`config.mk`:
```
export PLATFORM = sky130hd
export DESIGN_NAME = pc_mux
export DESIGN_NICKNAME = d
export VERILOG_FILES = /design/src/rtl/pc_mux.sv
export SDC_FILE = /design/constraint.sdc
export NUM_CORES = 1
export LEC_CHECK = 0
export BUFFER_PORTS_ARGS = -buffer_cell sky130_fd_sc_hd__buf_2
export CAP_MARGIN = 5
export CORE_MARGIN = 2
export CORE_UTILIZATION = 38
export DETAILED_ROUTE_END_ITERATION = 7
export PLACE_DENSITY = 0.92
export SLEW_MARGIN = 30
export SYNTH_ARGS = -nofsm -noshare
export SYNTH_HDL_FRONTEND = slang
export SYNTH_SLANG_ARGS = --single-unit
```
`constraint.sdc`:
```
create_clock -name clock -period 3.8 [get_ports clock]
set_clock_uncertainty 0.1 [all_clocks]
set_input_delay 0.76 -clock clock [delete_from_list [all_inputs] [get_ports clock]]
set_output_delay 0.76 -clock clock [all_outputs]
set_load 0.01 [all_outputs]
```
`src/rtl/pc_mux.sv`:
```
// Next-PC select mux for instruction fetch: combinational PC+4 / branch-target
// select, plus a registered copy of the selection and a saturating redirect counter.
module pc_mux #(
  parameter int WIDTH     = 8,
  parameter int IN1_WIDTH = 32,
  parameter int CNT_WIDTH = 8
) (
  input  logic                 clock,
  input  logic                 reset,
  input  logic [WIDTH-1:0]     in0,
  input  logic [IN1_WIDTH-1:0] in1,
  input  logic                 sel,
  output logic [WIDTH-1:0]     out,
  output logic [WIDTH-1:0]     out_q,
  output logic                 sel_q,
  output logic [CNT_WIDTH-1:0] redirect_count
);

  logic [CNT_WIDTH-1:0] cnt_d;

  function automatic logic [CNT_WIDTH-1:0] sat_inc(input logic [CNT_WIDTH-1:0] cnt);
    if (&cnt) begin
      sat_inc = cnt;
    end else begin
      sat_inc = cnt + 1'b1;
    end
  endfunction

  // Branch targets wider than the PC are truncated; the upper bits are dropped.
  assign out = sel ? in1[WIDTH-1:0] : in0;

  generate
    if (IN1_WIDTH > WIDTH) begin : g_in1_hi
      logic unused_in1_hi;
      assign unused_in1_hi = ^in1[IN1_WIDTH-1:WIDTH];
    end
  endgenerate

  always_comb begin
    cnt_d = redirect_count;
    if (sel) begin
      cnt_d = sat_inc(redirect_count);
    end
  end

  // Stage boundary: debug/perf copies of the selection, one cycle behind out.
  always_ff @(posedge clock or posedge reset) begin
    if (reset) begin
      out_q          <= '0;
      sel_q          <= 1'b0;
      redirect_count <= '0;
    end else begin
      out_q          <= out;
      sel_q          <= sel;
      redirect_count <= cnt_d;
    end
  end

endmodule

```
Yosys cells after proc, flatten, opt, wreduce, memory -nomap -nowiden
Index checks and enable logic that the tools add are counted.
{"block": "classes", "bitwise": 1, "addsub": 1, "muxes": 1, "n_reduce_logical": 2}
{"op": "8-bit by 1-bit adder with 8-bit output (second input constant)", "count": 1}
{"op": "8-bit two-way mux", "count": 1}
{"op": "8-bit AND reduction", "count": 1}
{"op": "2-bit AND reduction", "count": 1}
{"op": "1-bit NOT", "count": 1}
{"block": "totals", "input_bits": 43, "ff_bits": 17, "wordCells": 8}

Logic depth before layout (Yosys ltp)
Gate-level depths: netlist (run 1).
{"block": "depth", "depth_word": 3, "depth_mapped": 4, "ltp_nobuf": 4}

Least setup slack after synthesis (run 1)
No wires, ideal clock.
{"block": "synth_timing", "kind": "input -> output", "start": "in sel", "end": "out out[0]", "path_buffers": 1, "stages": 2, "arrival_ns": 1.330, "setup_slack_ns": 1.610, "path_cell_list": "buf_2 -> mux2_1"}
{"block": "synth_between", "elab_chain_cells": 1}
{"item": "start, declared", "line_no": "12", "rtl": "input logic sel,"}
{"item": "8-bit two-way mux", "line_no": "30", "rtl": "assign out = sel ? in1[WIDTH-1:0] : in0;"}
{"item": "end, declared", "line_no": "13", "rtl": "output logic [WIDTH-1:0] out,"}
Every way passes these cells.

Final worst setup path (run 1)
{"block": "layout_timing", "start": "in sel", "end": "out out[1]"}
The elaborated chain is that of the path after synthesis.

==> results of run 1 <==
[sequential cells by signal (all words and copies together), names as in the netlist]
register	flops
out_q	8
redirect_count	8
sel_q	1
[routing by layer]
metal	GRT usage (%)	up-vias	wire, µm
met4	4.286	0	16
li1	-	305	-
met5	0	-	0
met3	5.556	4	137
met1	15.69	288	569
met2	26.62	30	759
[synthesized netlist by cell type (all sizes together)]
cell type	n	area share, %
a21boi	1	1.0
a21oi	3	2.0
and4	1	1.2
buf	1	0.67
dfrtp	17	57
ha	1	1.7
inv	2	1.0
mux2	11	17
mux2i	1	1.3
nand2	4	2.0
nand3	3	3.7
nand4	3	3.3
nor2	2	1.0
nor3	3	2.7
o2111a	1	1.5
o21ai	1	1.2
o21bai	1	1.0
xnor2	1	1.2
[area by class of cell]
type / count / area (µm²)
fill: 173 / 880.8
sequential: 17 / 425.4
multi-input combinational: 37 / 309.0
timing repair buffer: 43 / 215.2
tap: 27 / 33.78
clock buffer: 3 / 22.52
clock inverter: 1 / 7.507
inverter: 2 / 7.507
[where the power goes]
part | internal (mW) | leakage (nW) | switching [mW]
Sequential | 0.228 | 0.201 | 0.0667
Combinational | 0.0957 | 0.294 | 0.106
Clock | 0.0401 | 0.0139 | 0.0585
[through the flow]
| step | setup WS [ns] | util [%] | power (mW) | std cells | instance area, µm² |
|---|---|---|---|---|---|
| finish | 1.343 | 53.68 | 0.5950 | 130 | 1021 |
| global route | 1.284 | 53.68 | 0.6435 | 130 | 1021 |
| CTS | 1.327 | 53.68 | 0.6025 | 130 | 1021 |
| detailed placement | 1.329 | 52.11 | 0.5028 | 126 | 991.0 |
| global placement | 1.366 | 52.11 | 0.4908 | 126 | 991.0 |
| floorplan | 1.610 | - | 0.4147 | 57 | 747.0 |
[logic make-up (layout without fill, tap and decap cells)]
kind of cell / count (synthesis) / count (layout)
DFF: 17 / 17
buffers and inverters: 3 / 49
AOI/OAI and AO/OA: 7 / 7
xor gates and xnor gates: 1 / 1
muxes: 12 / 12
adders and majority gates: 1 / 1
and+or+nand+nor: 16 / 16
[worst max-delay path by stage]
| stage | end | cells after the start | slack [ns] |
|---|---|---|---|
| after floorplan | out[0] | 2 | 1.61 |
| after global placement | out[3] | 3 | 1.37 |
| after detailed placement | out[1] | 3 | 1.33 |
| after CTS | out[1] | 3 | 1.33 |
| after global routing | out[1] | 3 | 1.28 |
| final | out[1] | 3 | 1.34 |
[worst reg2reg max path: cells and delay by family (launching register included)]
family                     cells  cell delay [ns]
AOI/OAI and AO/OA              1             0.21
adders and majority gates      1             0.33
DFF                            1             0.43
muxes                          1             0.33
and+or+nand+nor                1             0.17
==> impl_metrics.ini, run 1 <==
[clocking]
hold_buffers = 0
h-tree-depth = 1
clock_latency_ns = 0.29
clock_sinks = 17
cts_resized = 0
clkTransAtPathRegs_ns = 0.11
clockBufferDepth = 2
postCtsSetupRepairBufs = 0
cts_buffers = 3
root_buffer = clkbuf_4
tritoncts = done

[job]
maxCapViolCount = 0

[power_and_ir_drop]
peakVddDrop_mv = 0.2983
p_leak_nw = 0.5084
pwr_density_cell_nw_per_um2 = 582.8

[logic_synthesis]
syn_avg_cell_area_um2 = 13.10
syn-num-nets = 101
synth_compound_area_share_pct = 6.700
seq_area_frac_synth_pct = 56.95
ys.warnings.count = 0
synth_seq_cells = 17
synth_area_um2 = 747.0
yosys.area_share.adder_pct = 1.675
synthXorXnorAreaFrac_pct = 1.173
synthSimpleGateAreaFrac_pct = 13.90
synth_top_family_by_area = multiplexers
netlist_instances = 57
synth_cell_types = 22
muxShareOfSynthArea_pct = 17.92

[timing]
maxSlewViolCount = 0
holdWs_ns = 0.4224
clock.fmax_ghz = 0.4070
relSlewSlack_pct = 58.11
fin_crit_ns = 2.457
setup_viol = 0
tightest_slew_ns = 0.6276
finalHoldViolations = 0
period_share_pct = 64.66
rsz0062_at_grt = no
setup_tns_ns = 0

[place]
portBuffers = 43
hpwl_um = 1180
finalWeightedCongestion = 0.8028

[detailed_routing]
via_count = 627
drtIter0Drc = 1
drc_errors = 0
drt-total-wl_um = 1482
postRouteAntennaNets = 0
wl_per_cell_um = 11.40
dr.pass1.iters = 3
viasPerCell = 4.823

[grt]
gr-total-overflow = 0
grt_pass1_vias = 641
track_usage_pct = 14.62
grt_first_pass_wirelength_um = 2642
grt_start_max_net_pins = 18
antenna_found_initial = 0

[floorplan]
die-area_um2 = 2336
ios = 68
rows = 16
die_w_um = 48.34
core_um2 = 1902
fp.dieH_um = 48.34
initial_utilization_pct = 39.28

[critical_path]
cp_cell_sequence = buf_2 > mux2_1 > buf_2
critPathSlowestCell = mux2_1
cpMostUsedCell = buf_2
path_delay_family = buffers and inverters
start_kind = input pin
cp-startpoint = sel
reg2reg_depth = 4
crit_fanout = 16
rrSetupSlack_ns = 2.13
critical_path_class = in2out
end_kind = output port
cp.required_ns = 2.94
cpPeakStageDelay_ns = 0.39
crit_buf_inv = 2
worstReg2RegStart = redirect_count[0]$_DFFE_PP0P_
worst_r2r_endpoint = redirect_count[1]$_DFFE_PP0P_
cp_data_arrival_time_ns = 1.60

[worst_hold_path]
hold_path_class = in2async

[final_layout]
layout_common_cells = buf_2, dfrtp_1, mux2_1, nand2_1
drive_gt1_share_pct = 51.46
n_antenna_cell = 0
area_growth_pct = 36.68
layout_commonest_cell = buf_2
fin_nets = 148

[status]
status = finished clean
Note: power is estimated with default switching activity, not from simulation.
==> run 2: changes to the inputs <==
--- a/config.mk
+++ b/config.mk
@@ -8,9 +8,9 @@
 export BUFFER_PORTS_ARGS = -buffer_cell sky130_fd_sc_hd__buf_2
 export CAP_MARGIN = 5
 export CORE_MARGIN = 2
-export CORE_UTILIZATION = 38
+export CORE_UTILIZATION = 36
 export DETAILED_ROUTE_END_ITERATION = 7
-export PLACE_DENSITY = 0.92
+export PLACE_DENSITY = 0.88
 export SLEW_MARGIN = 30
 export SYNTH_ARGS = -nofsm -noshare
 export SYNTH_HDL_FRONTEND = slang
==> constraint.sdc (replaced) <==
create_clock -name clock -period 2.38 [get_ports clock]
set_clock_uncertainty 0.1 [all_clocks]
set_input_delay 0.476 -clock clock [delete_from_list [all_inputs] [get_ports clock]]
set_output_delay 0.476 -clock clock [all_outputs]
set_load 0.01 [all_outputs]
==> run 2 against run 1 <==
Net effect: power increased by 59%; design area is 0.24% lower; register-to-register slack worse by 1.4 ns; via count shrank 0.32%; final cell count unchanged; clock power up 55%; first-iteration DRC count grew 100%; critical path depth unchanged; hold slack worse by 0.27 ns; global-route usage decreased by 0.64 points; critical endpoint unchanged; sequential power is 60% higher; critical path type unchanged.
==> impl_metrics.ini, run 2 (synthesis results as in run 1) <==
[timing]
finalHoldViolations = 0
period_share_pct = 78.68
clock.fmax_ghz = 0.5340
setup_viol = 0
maxSlewViolCount = 0
setup_tns_ns = 0
fin_crit_ns = 1.873
rsz0062_at_grt = no
holdWs_ns = 0.1549
relSlewSlack_pct = 57.10
tightest_slew_ns = 0.6428

[clocking]
clockBufferDepth = 2
tritoncts = done
postCtsSetupRepairBufs = 0
root_buffer = clkbuf_4
cts_resized = 0
hold_buffers = 0
clock_sinks = 17
clkTransAtPathRegs_ns = 0.10
cts_buffers = 3
clock_latency_ns = 0.29
h-tree-depth = 1

[detailed_routing]
postRouteAntennaNets = 0
drtIter0Drc = 2
viasPerCell = 4.808
drc_errors = 0
drt-total-wl_um = 1592
dr.pass1.iters = 2
via_count = 625
wl_per_cell_um = 12.25

[final_layout]
layout_common_cells = buf_2, dfrtp_1, mux2_1, nand2_1
layout_commonest_cell = buf_2
n_antenna_cell = 0
biggestRegsByFlops = out_q x8, redirect_count x8, sel_q x1
num-fill-cells = 202
area_growth_pct = 36.35
multi_input_area_um2 = 309.0
drive_gt1_share_pct = 51.46
regArea_um2 = 425.4
fin_nets = 148

[floorplan]
die_w_um = 49.55
rows = 16
fp.dieH_um = 49.55
die-area_um2 = 2455
ios = 68
initial_utilization_pct = 38.07
core_um2 = 1962

[place]
portBuffers = 43
hpwl_um = 1233
finalWeightedCongestion = 0.7646

[power_and_ir_drop]
p_leak_nw = 0.5122
pwr-share-comb_pct = 34.2
pwr_density_cell_nw_per_um2 = 930.5
peakVddDrop_mv = 0.3819
power_frac_seq_pct = 49.7
clkPwrFrac_pct = 16.1
switchingPower_mw = 0.3684
p_sw_share_pct = 38.87
p_int_mw = 0.5793

[grt]
grt_pass1_vias = 626
antenna_found_initial = 0
grt_start_max_net_pins = 18
track_usage_pct = 13.97
grt_first_pass_wirelength_um = 2622
gr-total-overflow = 0

[critical_path]
cp-startpoint = sel
start_kind = input pin
crit_fanout = 16
rrSetupSlack_ns = 0.70
worstReg2RegStart = redirect_count[0]$_DFFE_PP0P_
cp.required_ns = 1.80
cp_data_arrival_time_ns = 1.30
end_kind = output port
critical_path_class = in2out

[status]
status = finished clean

[worst_hold_path]
hold_path_class = in2async

[job]
maxCapViolCount = 0
## run 2: final cells by class
class / instances / area share (%)
Inverter: 2 / 0.7371
Clock inverter: 1 / 0.4914
Tap cell: 27 / 3.317
Multi-Input combinational cell: 37 / 30.34
Sequential cell: 17 / 41.77
Clock buffer: 3 / 2.211
Timing Repair Buffer: 43 / 21.13
## run 2: power groups by stage
stage	clock network [mW]	logic, mW	registers (mW)
after detailed placement	0	0.329	0.477
after floorplan	0	0.163	0.499
after global placement	0	0.317	0.466
after global routing	0.177	0.359	0.485
final	0.153	0.324	0.471
after CTS	0.160	0.330	0.472
## run 2: worst paths after layout
path | to | cells after the start
max | out[1] | 3
min | out_q[5]$_DFF_PP0_ | 2
max reg2reg | redirect_count[1]$_DFFE_PP0P_ | 4
min reg2reg | redirect_count[0]$_DFFE_PP0P_ | 1
max in group asynchronous | redirect_count[4]$_DFFE_PP0P_ | 2
min in group clock | out_q[5]$_DFF_PP0_ | 2
## run 2: critical path: stages
cell    delay (ns)
buf_2         0.29
mux2_1        0.38
buf_2         0.15
## run 2: through the flow
stage	utilization (%)	worst slack [ns]	instance area, µm²	cells	power, mW
global route	51.91	0.4359	1018	130	1.021
floorplan	-	0.7583	747.0	57	0.6622
CTS	51.91	0.4888	1018	130	0.9626
global placement	50.51	0.4930	991.0	126	0.7830
finish	51.91	0.5073	1018	130	0.9477
detailed placement	50.51	0.4878	991.0	126	0.8067
## run 2: layer usage
layer | global-route usage [%] | part of all wire, % | vias to the layer above
li1 | - | - | 300
met1 | 13.40 | 37 | 297
met2 | 27.56 | 55 | 26
met3 | 5.152 | 6.8 | 2
met4 | 3.241 | 0.50 | 0
met5 | 0 | 0 | -
==> run 3: changes to the inputs <==
--- a/config.mk
+++ b/config.mk
@@ -8,9 +8,9 @@
 export BUFFER_PORTS_ARGS = -buffer_cell sky130_fd_sc_hd__buf_2
 export CAP_MARGIN = 5
 export CORE_MARGIN = 2
-export CORE_UTILIZATION = 36
+export CORE_UTILIZATION = 32
 export DETAILED_ROUTE_END_ITERATION = 7
-export PLACE_DENSITY = 0.88
+export PLACE_DENSITY = 0.83
 export SLEW_MARGIN = 30
 export SYNTH_ARGS = -nofsm -noshare
 export SYNTH_HDL_FRONTEND = slang
==> constraint.sdc (replaced) <==
create_clock -name clock -period 1.5 [get_ports clock]
set_clock_uncertainty 0.1 [all_clocks]
set_input_delay 0.3 -clock clock [delete_from_list [all_inputs] [get_ports clock]]
set_output_delay 0.3 -clock clock [all_outputs]
set_load 0.01 [all_outputs]
==> run 3 against run 2 <==
Net effect: final cell count grew 6.2%; sequential power increased by 56%; core utilization fell by 1.9 points; power rose by 74%; largest cell class unchanged; highest routed layer unchanged.
==> impl_metrics.ini, run 3 (synthesis results as in run 1) <==
[grt]
track_usage_pct = 14.69
gr-total-overflow = 0
grt_start_max_net_pins = 18
grt_pass1_vias = 692
grt_first_pass_wirelength_um = 2960
antenna_found_initial = 0

[clocking]
h-tree-depth = 1
cts_buffers = 3
tritoncts = done
root_buffer = clkbuf_4
clkTransAtPathRegs_ns = 0.10
clock_sinks = 17
clock_latency_ns = 0.28
clockBufferDepth = 2

[place]
portBuffers = 43
placed_cell_area_um2 = 1045
finalWeightedCongestion = 0.8072
place_ws_ns = 0.03806

[floorplan]
core_um2 = 2212
fp.dieH_um = 52.32
initial_utilization_pct = 33.77
ios = 68
die-area_um2 = 2737
rows = 17
die_w_um = 52.32

[critical_path]
rrSetupSlack_ns = 0.06
reg2reg_depth = 4
start_kind = input pin
crit_fanout = 10
cpMostUsedCell = buf_2
critical_path_class = in2out
cp-endpoint = out[2]
cpPeakStageDelay_ns = 0.37
critPathSlowestCell = mux2_1
worst_r2r_endpoint = redirect_count[1]$_DFFE_PP0P_
end_kind = output port
cp-startpoint = sel
cp.required_ns = 1.10
cp_data_arrival_time_ns = 1.04
cp_cell_sequence = buf_2 > mux2_1 > buf_2
worstReg2RegStart = redirect_count[1]$_DFFE_PP0P_

[final_layout]
drive_gt1_share_pct = 58.18
final_area_um2 = 1106
num-fill-cells = 211
biggestRegsByFlops = out_q x8, redirect_count x8, sel_q x1
area_growth_pct = 48.07
fin_nets = 155
layout_commonest_cell = buf_2
n_antenna_cell = 0
utilization_pct = 50.00
layout_common_cells = buf_2, dfrtp_1, mux2_1, buf_4, nand2_1

[power_and_ir_drop]
power.total_mw = 1.649
pwr_density_cell_nw_per_um2 = 1491
p_leak_nw = 0.5519
peakVddDrop_mv = 0.7090

[detailed_routing]
wl_per_cell_um = 11.84
drc_errors = 0
postRouteAntennaNets = 0
viasPerCell = 4.768
dr.pass1.iters = 3
drtIter0Drc = 3
drt-total-wl_um = 1634
via_count = 658

[timing]
relSlewSlack_pct = 56.83
tightest_slew_ns = 0.6468
maxSlewViolCount = 0
worst_slack_ns = 0.05905
setup_tns_ns = 0
period_share_pct = 96.06
rsz0062_at_grt = no
setup_viol = 0
fin_crit_ns = 1.441
finalHoldViolations = 0
clock.fmax_ghz = 0.6940

[status]
status = finished clean

[worst_hold_path]
hold_path_class = in2reg

[job]
maxCapViolCount = 0
-- run 3: power breakdown --
part	switching (mW)	total (mW)	internal, mW
clock network	0.141	0.240	0.0990
logic	0.329	0.674	0.345
registers	0.152	0.735	0.583
-- run 3: layout make-up --
cell class	instances	area [µm²]	area share (%)
clock inverter	1	5.005	0.4525
timing repair buffer	50	270.3	24.43
tap	28	35.03	3.167
clock buffer	3	22.52	2.036
multi-input combinational	37	337.8	30.54
sequential	17	427.9	38.69
inverter	2	7.507	0.6787
-- run 3: how the worst min path moves through the flow --
stage	from	to	slack [ns]	depth (start not counted)
after detailed placement	reset	out_q[1]$_DFF_PP0_	0.32	2
after CTS	in0[5]	out_q[5]$_DFF_PP0_	0.13	2
after floorplan	reset	out_q[0]$_DFF_PP0_	0.13	1
after global routing	in0[7]	out_q[7]$_DFF_PP0_	0.13	2
final	in0[5]	out_q[5]$_DFF_PP0_	0.14	2
after global placement	reset	out_q[6]$_DFF_PP0_	0.30	2
-- run 3: repair_timing --
item	CTS	global route
endpoints found under the hold margin	17	0
hold buffers	1	0
setup buffers	0	1
endpoints found under the setup margin	0	3
gates resized for setup	0	3
-- run 3: worst max-delay path: cells and delay by family --
kind	cells	cell delay [ns]
buffers and inverters	2	0.36
muxes	1	0.37
-- run 3: stage by stage --
stage	hold WS, ns	instances
2_1_floorplan	0.1259	57
3_3_place_gp	0.3040	132
3_5_place_dp	0.3157	132
4_1_cts	0.1253	137
5_1_grt	0.1322	138
6_report	0.1362	138
-- run 3: routing by layer --
layer  wire [µm]  global-route usage (%)
met1         669                   16.61
met2         765                   24.79
met5           0                       0
met4          16                   8.120
met3         182                   4.000
